[src/rtl/fetch_queue_pkg.sv]
// Shared types for the instruction fetch queue: predecode tags, address/word types and the queue entry.
package fetch_queue_pkg;

  localparam int FQ_DEPTH = 8;

  typedef logic [31:0] addr_t;
  typedef logic [31:0] word_t;

  // Predecode tag produced alongside each instruction by the instruction cache
  typedef enum logic [1:0] {
    PD_NORMAL    = 2'd0,
    PD_IS_BRANCH = 2'd1,
    PD_IS_RET    = 2'd2,
    PD_IS_CALL   = 2'd3
  } predecode_t;

  typedef struct packed {
    addr_t      pc;
    word_t      instr;
    predecode_t pd;
  } fq_entry_t;

endpackage

[src/rtl/fetch_queue.sv]
// Circular instruction buffer between icache and decode: splits 8-byte responses into PC-tagged entries, presents two per cycle.
// Outputs appear one edge after the push; in_ready comes from registered occupancy only, so same-cycle pops never raise it.
module fetch_queue
  import fetch_queue_pkg::*;
#(
  parameter int DEPTH = FQ_DEPTH,
  parameter int PTR_W = $clog2(DEPTH)
) (
  input  logic             clk,
  input  logic             resetn,
  input  logic             flush,
  input  logic             in_valid,
  input  logic [31:0]      in_pc,
  input  logic [63:0]      in_data,
  input  logic [3:0]       in_predecode,
  output logic             in_ready,
  output logic [1:0]       out_valid,
  output logic [63:0]      out_pc,
  output logic [63:0]      out_instr,
  output logic [3:0]       out_predecode,
  input  logic [1:0]       out_accept,
  output logic [PTR_W:0]   count
);

  localparam int CNT_W = PTR_W + 1;

  fq_entry_t        r_mem [DEPTH];
  logic [PTR_W-1:0] r_head;
  logic [PTR_W-1:0] r_tail;
  logic [CNT_W-1:0] r_count;

  logic             w_push;
  logic             w_aligned;
  logic             w_has1;
  logic             w_has2;
  logic [1:0]       w_push_n;
  logic [1:0]       w_pop_n;
  logic [PTR_W-1:0] w_head1;
  logic [PTR_W-1:0] w_tail1;
  fq_entry_t        w_wr0;
  fq_entry_t        w_wr1;

  assign in_ready  = (r_count <= CNT_W'(DEPTH - 2));
  assign w_push    = in_valid & in_ready;
  assign w_aligned = ~in_pc[2];
  assign w_has1    = (r_count != '0);
  assign w_has2    = (r_count >= CNT_W'(2));
  assign w_push_n  = w_push ? (w_aligned ? 2'd2 : 2'd1) : 2'd0;
  assign w_head1   = r_head + PTR_W'(1);
  assign w_tail1   = r_tail + PTR_W'(1);

  // 2'b10 is not a legal accept pattern and pops nothing
  always_comb begin
    w_pop_n = 2'd0;
    case (out_accept)
      2'b01:   w_pop_n = {1'b0, w_has1};
      2'b11:   w_pop_n = w_has2 ? 2'd2 : {1'b0, w_has1};
      default: w_pop_n = 2'd0;
    endcase
  end

  always_comb begin
    w_wr1.pc    = {in_pc[31:3], 3'b100};
    w_wr1.instr = in_data[63:32];
    w_wr1.pd    = predecode_t'(in_predecode[3:2]);
    if (w_aligned) begin
      w_wr0.pc    = {in_pc[31:3], 3'b000};
      w_wr0.instr = in_data[31:0];
      w_wr0.pd    = predecode_t'(in_predecode[1:0]);
    end else begin
      w_wr0 = w_wr1;
    end
  end

  // Storage is not reset; out_valid qualifies every read
  always_ff @(posedge clk) begin
    if (w_push && !flush) begin
      r_mem[r_tail] <= w_wr0;
      if (w_aligned) begin
        r_mem[w_tail1] <= w_wr1;
      end
    end
  end

  always_ff @(posedge clk or negedge resetn) begin
    if (!resetn) begin
      r_head  <= '0;
      r_tail  <= '0;
      r_count <= '0;
    end else if (flush) begin
      r_head  <= '0;
      r_tail  <= '0;
      r_count <= '0;
    end else begin
      r_head  <= r_head + PTR_W'(w_pop_n);
      r_tail  <= r_tail + PTR_W'(w_push_n);
      r_count <= r_count + CNT_W'(w_push_n) - CNT_W'(w_pop_n);
    end
  end

  assign count         = r_count;
  assign out_valid     = {w_has2, w_has1};
  assign out_pc        = {r_mem[w_head1].pc, r_mem[r_head].pc};
  assign out_instr     = {r_mem[w_head1].instr, r_mem[r_head].instr};
  assign out_predecode = {r_mem[w_head1].pd, r_mem[r_head].pd};

endmodule
[config.mk]
export PLATFORM = sky130hd
export DESIGN_NAME = fetch_queue
export DESIGN_NICKNAME = d
export VERILOG_FILES = /design/src/rtl/fetch_queue_pkg.sv /design/src/rtl/fetch_queue.sv
export SDC_FILE = /design/constraint.sdc
export NUM_CORES = 1
export LEC_CHECK = 0
export CORE_ASPECT_RATIO = 0.5
export CORE_MARGIN = 2
export CORE_UTILIZATION = 50
export CTS_BUF_LIST = sky130_fd_sc_hd__clkbuf_2
export DETAILED_ROUTE_END_ITERATION = 16
export HOLD_SLACK_MARGIN = 0.05
export PLACE_DENSITY = 0.68
export REMOVE_ABC_BUFFERS = 1
export SKIP_CTS_REPAIR_TIMING = 1
export SYNTH_ARGS = -nofsm -noshare
export SYNTH_HDL_FRONTEND = slang
export SYNTH_SLANG_ARGS = --single-unit
[constraint.sdc]
create_clock -name clk -period 6.1 [get_ports clk]
set_clock_uncertainty 0.05 [all_clocks]
set_input_delay 1.22 -clock clk [delete_from_list [all_inputs] [get_ports clk]]
set_output_delay 1.22 -clock clk [all_outputs]
set_load 0.02 [all_outputs]
==> results.json, run 1 <==
{
  "period_minus_slack_ns": 5.766,
  "crit_buf_inv": 3,
  "max_freq_mhz": 173.4,
  "place_congestion": 0.7584,
  "timing.critical_path.fanout_max": 141,
  "ys_seq_elements": 522,
  "number_of_enable_flip_flop_cells_after_synthesis": 504,
  "overall_overflow_remaining_after_global_route": 0,
  "route.vias.total": 19220,
  "synthArstFlopShare_pct": 1.916,
  "kind_of_end_point_of_the_critical_path": "primary output",
  "synthesis.instances": 1793,
  "coreArea_um2": 57250,
  "path_cells": "buf_12, buf_16, mux4_2, mux2_2, clkdlybuf4s50_1",
  "first_global_vias": 19400,
  "syn_to_final_growth_pct": 14.70,
  "global_route_wire_length_before_repair_um": 123200,
  "critical_path.slowest_cell": "sky130_fd_sc_hd__mux4_2",
  "initial_antenna_violation_count": 4,
  "route.detailed.drc": 0,
  "row_count": 62,
  "floorplan.die.width_um": 343.9,
  "sequential_area_share_after_synthesis_pct": 53.83,
  "io_buffers": 238,
  "synthesis.yosys.warnings": 0,
  "tot_gr_track_use_pct": 28.16,
  "ys_types": 50,
  "cellInternalPower_mw": 8.409,
  "pwr-share-seq_pct": 32.3,
  "initial_utilization_pct": 50.44,
  "power_mw": 13.27,
  "finalCoreUtilization_pct": 57.86,
  "share_clk_of_total_power_pct": 17.1,
  "most_common_cell_after_layout_fill_and_taps_aside": "sky130_fd_sc_hd__edfxtp_1",
  "clock_sink_count": 522,
  "avgViaCountPerCell": 6.713,
  "setup-violations-final": 0,
  "clkTransAtPathRegs_ns": 0.12,
  "num-nets-final": 2109,
  "worst_ir_drop_vdd_v": 0.0004016,
  "htree_levels": 3,
  "netlist_area_um2": 28880,
  "outcome": "completed",
  "final_layout_size_suffix_gt1_share_pct": 32.52,
  "synth_flop_cell": "sky130_fd_sc_hd__edfxtp_1",
  "fin_hold_ws_ns": 0.4168,
  "syn_area_cell_um2": 16.11,
  "largest_net_degree_at_the_start_of_global_routing": 142,
  "drt-total-wl_um": 84720,
  "leakage_nw": 10.98,
  "root_buffer": "sky130_fd_sc_hd__clkbuf_2",
  "worst_slew_pin_slew_ns": 1.115,
  "timing.final.max_slew_violations": 0,
  "final_min_period_over_clock_period_pct": 94.53,
  "wl_per_cell_um": 29.59,
  "drt.antenna.violating_nets": 0,
  "critical_path_required_ns": 4.83,
  "worst_hold_path_type": "in -> async",
  "cp_data_arrival_time_ns": 4.50,
  "p_switching_mw": 4.859,
  "worstSetupStartpointType": "flip-flop",
  "critical_path.top_delay_family": "buffers and inverters",
  "max_incr_delay_on_cp_ns": 0.61,
  "switching_share_pct": 36.62,
  "ios": 245,
  "max-clock-path-buffers": 3,
  "drtIter0Drc": 2011,
  "pwr-share-comb_pct": 50.5,
  "nFillCells": 4498,
  "max-cap-violations": 0,
  "final_cell_mix": "sky130_fd_sc_hd__edfxtp_1, sky130_fd_sc_hd__o2bb2ai_1, sky130_fd_sc_hd__mux4_2",
  "power.density_cell_area_nw_per_um2": 400.6,
  "tritoncts_clock_tree": "done",
  "finalSetupTns_ns": 0,
  "die_h_um": 173.9,
  "worst_slew_margin_rel_pct": 25.65,
  "worst_skew_pair.late_latency_ns": 1.10,
  "detailedPlacementHpwl_um": 44990,
  "setup.worst_path.class": "reg -> out",
  "final_hold_violating_endpoints": 0,
  "firstDrtPassIters": 7,
  "grt_setup_unrepaired": "no",
  "cts-buffers-inserted": 118,
  "die_area_um2": 59810
}
final timing paths:
path	depth (start not counted)	end	startpoint	slack (ns)
max	5	out_instr[25]	r_head[0]	0.33
max reg2reg	6	r_mem[5][23]	r_tail[0]	1.68
min reg2reg	1	r_mem[2][36]	r_mem[2][36]	0.47
min in group clk	1	r_mem[2][36]	r_mem[2][36]	0.47
min	1	count[0]	resetn	0.42
max in group asynchronous	1	r_head[0]	resetn	5.14
cells in the mapped netlist, drive strengths merged, types with 11 or more instances:
cell     instances  area [um2]
mux2           128        1441
and3           234        1464
o2bb2ai        272        2382
clkbuf         101       379.1
edfxtp         504       15130
buf            121       586.8
mux4           256        5766
mux2i           34       340.3
nand2           11       41.29
inv             17       63.81
nor2            11       41.29
cell type report:
class                   count  area (um2)  area share (%)
inverters                  17       63.81          0.1926
multi-input cells        1035       12460           37.63
flip-flops and latches    522       15560           46.96
clock inverters            26       98.84          0.2984
diodes                      4       10.01         0.03022
well taps                 768       960.9           2.901
repair buffers            295        2988           9.021
clock buffers             196       980.9           2.962
flip-flops by register name, indices dropped and copies added (netlist names):
register	count
count	4
r_mem	512
r_tail	3
r_head	3
logic make-up (layout without fill, tap and decap cells):
group	count (synthesis)	in the layout	share of synthesized area [%]
muxes	418	418	26.13
and+or+nand+nor	298	298	6.538
DFF	522	522	53.83
AOI/OAI and AO/OA	294	294	8.908
adders and majority gates	14	14	0.7106
buffers and inverters	239	534	3.566
xor gates and xnor gates	7	7	0.3033
other	1	8	0.01299
power by group through the flow:
stage	clock (mW)	sequential (mW)	combinational [mW]
final	2.28	4.29	6.70
after global routing	2.47	4.31	7.05
after CTS	2.31	4.28	6.76
after floorplan	0	4.65	4.86
after global placement	0	4.35	6.70
after detailed placement	0	4.37	6.74
worst reg2reg max path, stage by stage, from the launching register on:
cell and delay, ns:
sky130_fd_sc_hd__dfrtp_1 1.09, sky130_fd_sc_hd__ha_1 0.48, sky130_fd_sc_hd__xor2_2 0.72, sky130_fd_sc_hd__a22o_1 0.24, sky130_fd_sc_hd__buf_4 0.43, sky130_fd_sc_hd__and2_4 0.71
sky130_fd_sc_hd__buf_12 0.34
metal layers:
| layer | GRT usage (%) | wire, um | up-vias |
|---|---|---|---|
| met4 | 10.07 | 2246 | 0 |
| met5 | 0 | 0 | - |
| li1 | - | - | 8013 |
| met3 | 4.506 | 7054 | 161 |
| met1 | 38.73 | 33680 | 9997 |
| met2 | 45.89 | 41740 | 1049 |
per-stage QoR:
stage / worst slack (ns) / area [um2] / cells
after CTS: 0.1811 / 33110 / 2859
final: 0.3339 / 33120 / 2863
after floorplan: -8.714 / 27920 / 1574
after detailed placement: 1.425 / 32030 / 2637
after global routing: 0.06031 / 33120 / 2863
after global placement: 1.456 / 32030 / 2637
(Power assumes the default switching activity.)
==> run 2: changes to the inputs <==
- CORE_UTILIZATION: 50 -> 48
- PLACE_DENSITY: 0.68 -> 0.66
- REMOVE_ABC_BUFFERS: 1 -> default
==> run 2 against run 1 <==
Wire length is essentially flat. Highest routed layer unchanged. Total power rose by 0.58%. Via count is 0.97% lower. Fmax rose by 3.9%. Sequential share of layout area shrank 0.11 points. Critical path type unchanged. Global-route usage fell by 0.72 points.
==> results.json, run 2 (synthesis gave the netlist of run 1 again) <==
{
  "wl_per_cell_um": 29.31,
  "coreArea_um2": 59360,
  "tot_gr_track_use_pct": 27.44,
  "grt_setup_unrepaired": "no",
  "setup-violations-final": 0,
  "clock_sink_count": 522,
  "final_layout_size_suffix_gt1_share_pct": 31.71,
  "outcome": "completed",
  "worst_slew_pin_slew_ns": 1.065,
  "worstSetupStartpointType": "flip-flop",
  "worst_ir_drop_vdd_v": 0.0003781,
  "path_cells": "ha_4, buf_12, mux4_2, mux2_2, clkdlybuf4s50_1",
  "nFillCells": 4758,
  "leakage_nw": 10.93,
  "initial_antenna_violation_count": 2,
  "die_area_um2": 62260,
  "initial_utilization_pct": 48.65,
  "registers.top_by_ff_count": "r_mem",
  "max-cap-violations": 0,
  "cp_num_cells": 5,
  "num-nets-final": 2104,
  "clkTransAtPathRegs_ns": 0.13,
  "row_count": 63,
  "worst-r2r-cell-count": 7,
  "worst_hold_path_type": "in -> async",
  "switching_share_pct": 36.29,
  "period_minus_slack_ns": 5.549,
  "drt-total-wl_um": 84690,
  "die_h_um": 177.4,
  "drtIter0Drc": 2225,
  "avgViaCountPerCell": 6.588,
  "floorplan.die.width_um": 350.9,
  "detailedPlacementHpwl_um": 44460,
  "final_min_period_over_clock_period_pct": 90.97,
  "final_cell_mix": "sky130_fd_sc_hd__edfxtp_1, sky130_fd_sc_hd__o2bb2ai_1, sky130_fd_sc_hd__mux4_2",
  "critical_path.slowest_cell": "sky130_fd_sc_hd__ha_4",
  "crit_buf_inv": 2,
  "route.detailed.drc": 0,
  "cts-buffers-inserted": 117,
  "most_common_cell_after_layout_fill_and_taps_aside": "sky130_fd_sc_hd__edfxtp_1",
  "firstDrtPassIters": 5,
  "cellInternalPower_mw": 8.502,
  "multi_input_area_um2": 12460,
  "critical_path_required_ns": 4.83,
  "timing.final.max_slew_violations": 0,
  "power.density_cell_area_nw_per_um2": 401.9,
  "kind_of_end_point_of_the_critical_path": "primary output",
  "power_mw": 13.34,
  "critical_path.top_delay_family": "buffers and inverters",
  "route.vias.total": 19030,
  "drt.antenna.violating_nets": 0,
  "final_hold_violating_endpoints": 0,
  "tritoncts_clock_tree": "done",
  "pwr-share-comb_pct": 50.4,
  "largest_net_degree_at_the_start_of_global_routing": 137,
  "syn_to_final_growth_pct": 14.96,
  "max-clock-path-buffers": 3,
  "p_switching_mw": 4.842,
  "root_buffer": "sky130_fd_sc_hd__clkbuf_2",
  "largest_register_ff_count": 512,
  "setup.worst_path.class": "reg -> out",
  "timing.critical_path.fanout_max": 34,
  "pwr-share-seq_pct": 32.0,
  "io_buffers": 238,
  "ios": 245,
  "seqCellArea_um2": 15560,
  "max_freq_mhz": 180.2,
  "max_incr_delay_on_cp_ns": 0.82,
  "global_route_wire_length_before_repair_um": 124200,
  "finalSetupTns_ns": 0,
  "share_clk_of_total_power_pct": 17.6,
  "worst_skew_pair.late_latency_ns": 1.16,
  "htree_levels": 3,
  "cp_data_arrival_time_ns": 4.28,
  "worst_slew_margin_rel_pct": 28.74,
  "overall_overflow_remaining_after_global_route": 0,
  "first_global_vias": 19210,
  "place_congestion": 0.7611
}
[run 2: cell count changes in the layout (fill, tap and decap cells not counted), sizes merged]
cell and change:
bufinv +4, inv -3, diode -2, clkinvlp +1, buf -4, clkbuf -25, clkinv +11
[run 2: final timing paths]
| check | startpoint | end | slack [ns] |
|---|---|---|---|
| worst min register to register | r_mem[7][36] | r_mem[7][36] | 0.48 |
| min in group clk | r_mem[7][36] | r_mem[7][36] | 0.48 |
| worst min-delay path | resetn | r_head[0] | 0.32 |
| max in group asynchronous | resetn | r_head[1] | 5.29 |
| worst max-delay path | r_head[0] | out_instr[44] | 0.55 |
| worst max register to register | r_tail[0] | r_mem[5][18] | 2.14 |
[run 2: routing by layer]
metal	GRT usage (%)	vias to the layer above	part of all wire, %
met5	0	-	0
met4	9.013	0	2.7
met3	4.884	170	8.5
met2	45.09	964	49
met1	37.34	9879	40
li1	-	8020	-
[run 2: cell type report]
cell class,count,area share [%]
clock inverters,39,0.7914
inverters,17,0.1922
clock buffers,171,2.578
multi-input cells,1035,37.54
well taps,812,3.060
flip-flops and latches,522,46.86
diodes,2,0.01508
repair buffers,291,8.962
[run 2: power by group through the flow]
stage / sequential (mW) / clock (mW) / combinational, mW
after floorplan: 4.31 / 0 / 4.45
after global placement: 4.34 / 0 / 6.75
after detailed placement: 4.35 / 0 / 6.78
after CTS: 4.27 / 2.39 / 6.81
after global routing: 4.29 / 2.58 / 7.10
final: 4.27 / 2.35 / 6.72
[run 2: worst register-to-register path: stages (launching register included)]
cell and delay (ns):
sky130_fd_sc_hd__dfrtp_1 0.34, sky130_fd_sc_hd__buf_4 0.33, sky130_fd_sc_hd__ha_1 0.39, sky130_fd_sc_hd__xor2_2 0.71
sky130_fd_sc_hd__a22o_1 0.24, sky130_fd_sc_hd__buf_4 0.40, sky130_fd_sc_hd__and2_4 0.73, sky130_fd_sc_hd__buf_4 0.41
[run 2: stage by stage]
| stage | cells | utilization (%) | worst slack, ns | instance area, um2 | hold WS [ns] |
|---|---|---|---|---|---|
| after floorplan | 1796 | - | 2.003 | 28890 | 0.4190 |
| after global placement | 2677 | 54.04 | 1.576 | 32080 | 0.4426 |
| after detailed placement | 2677 | 54.04 | 1.563 | 32080 | 0.4492 |
| after CTS | 2887 | 55.92 | 0.3654 | 33190 | 0.2352 |
| after global routing | 2889 | 55.93 | 0.2951 | 33200 | 0.2387 |
| final | 2889 | 55.93 | 0.5507 | 33200 | 0.3226 |
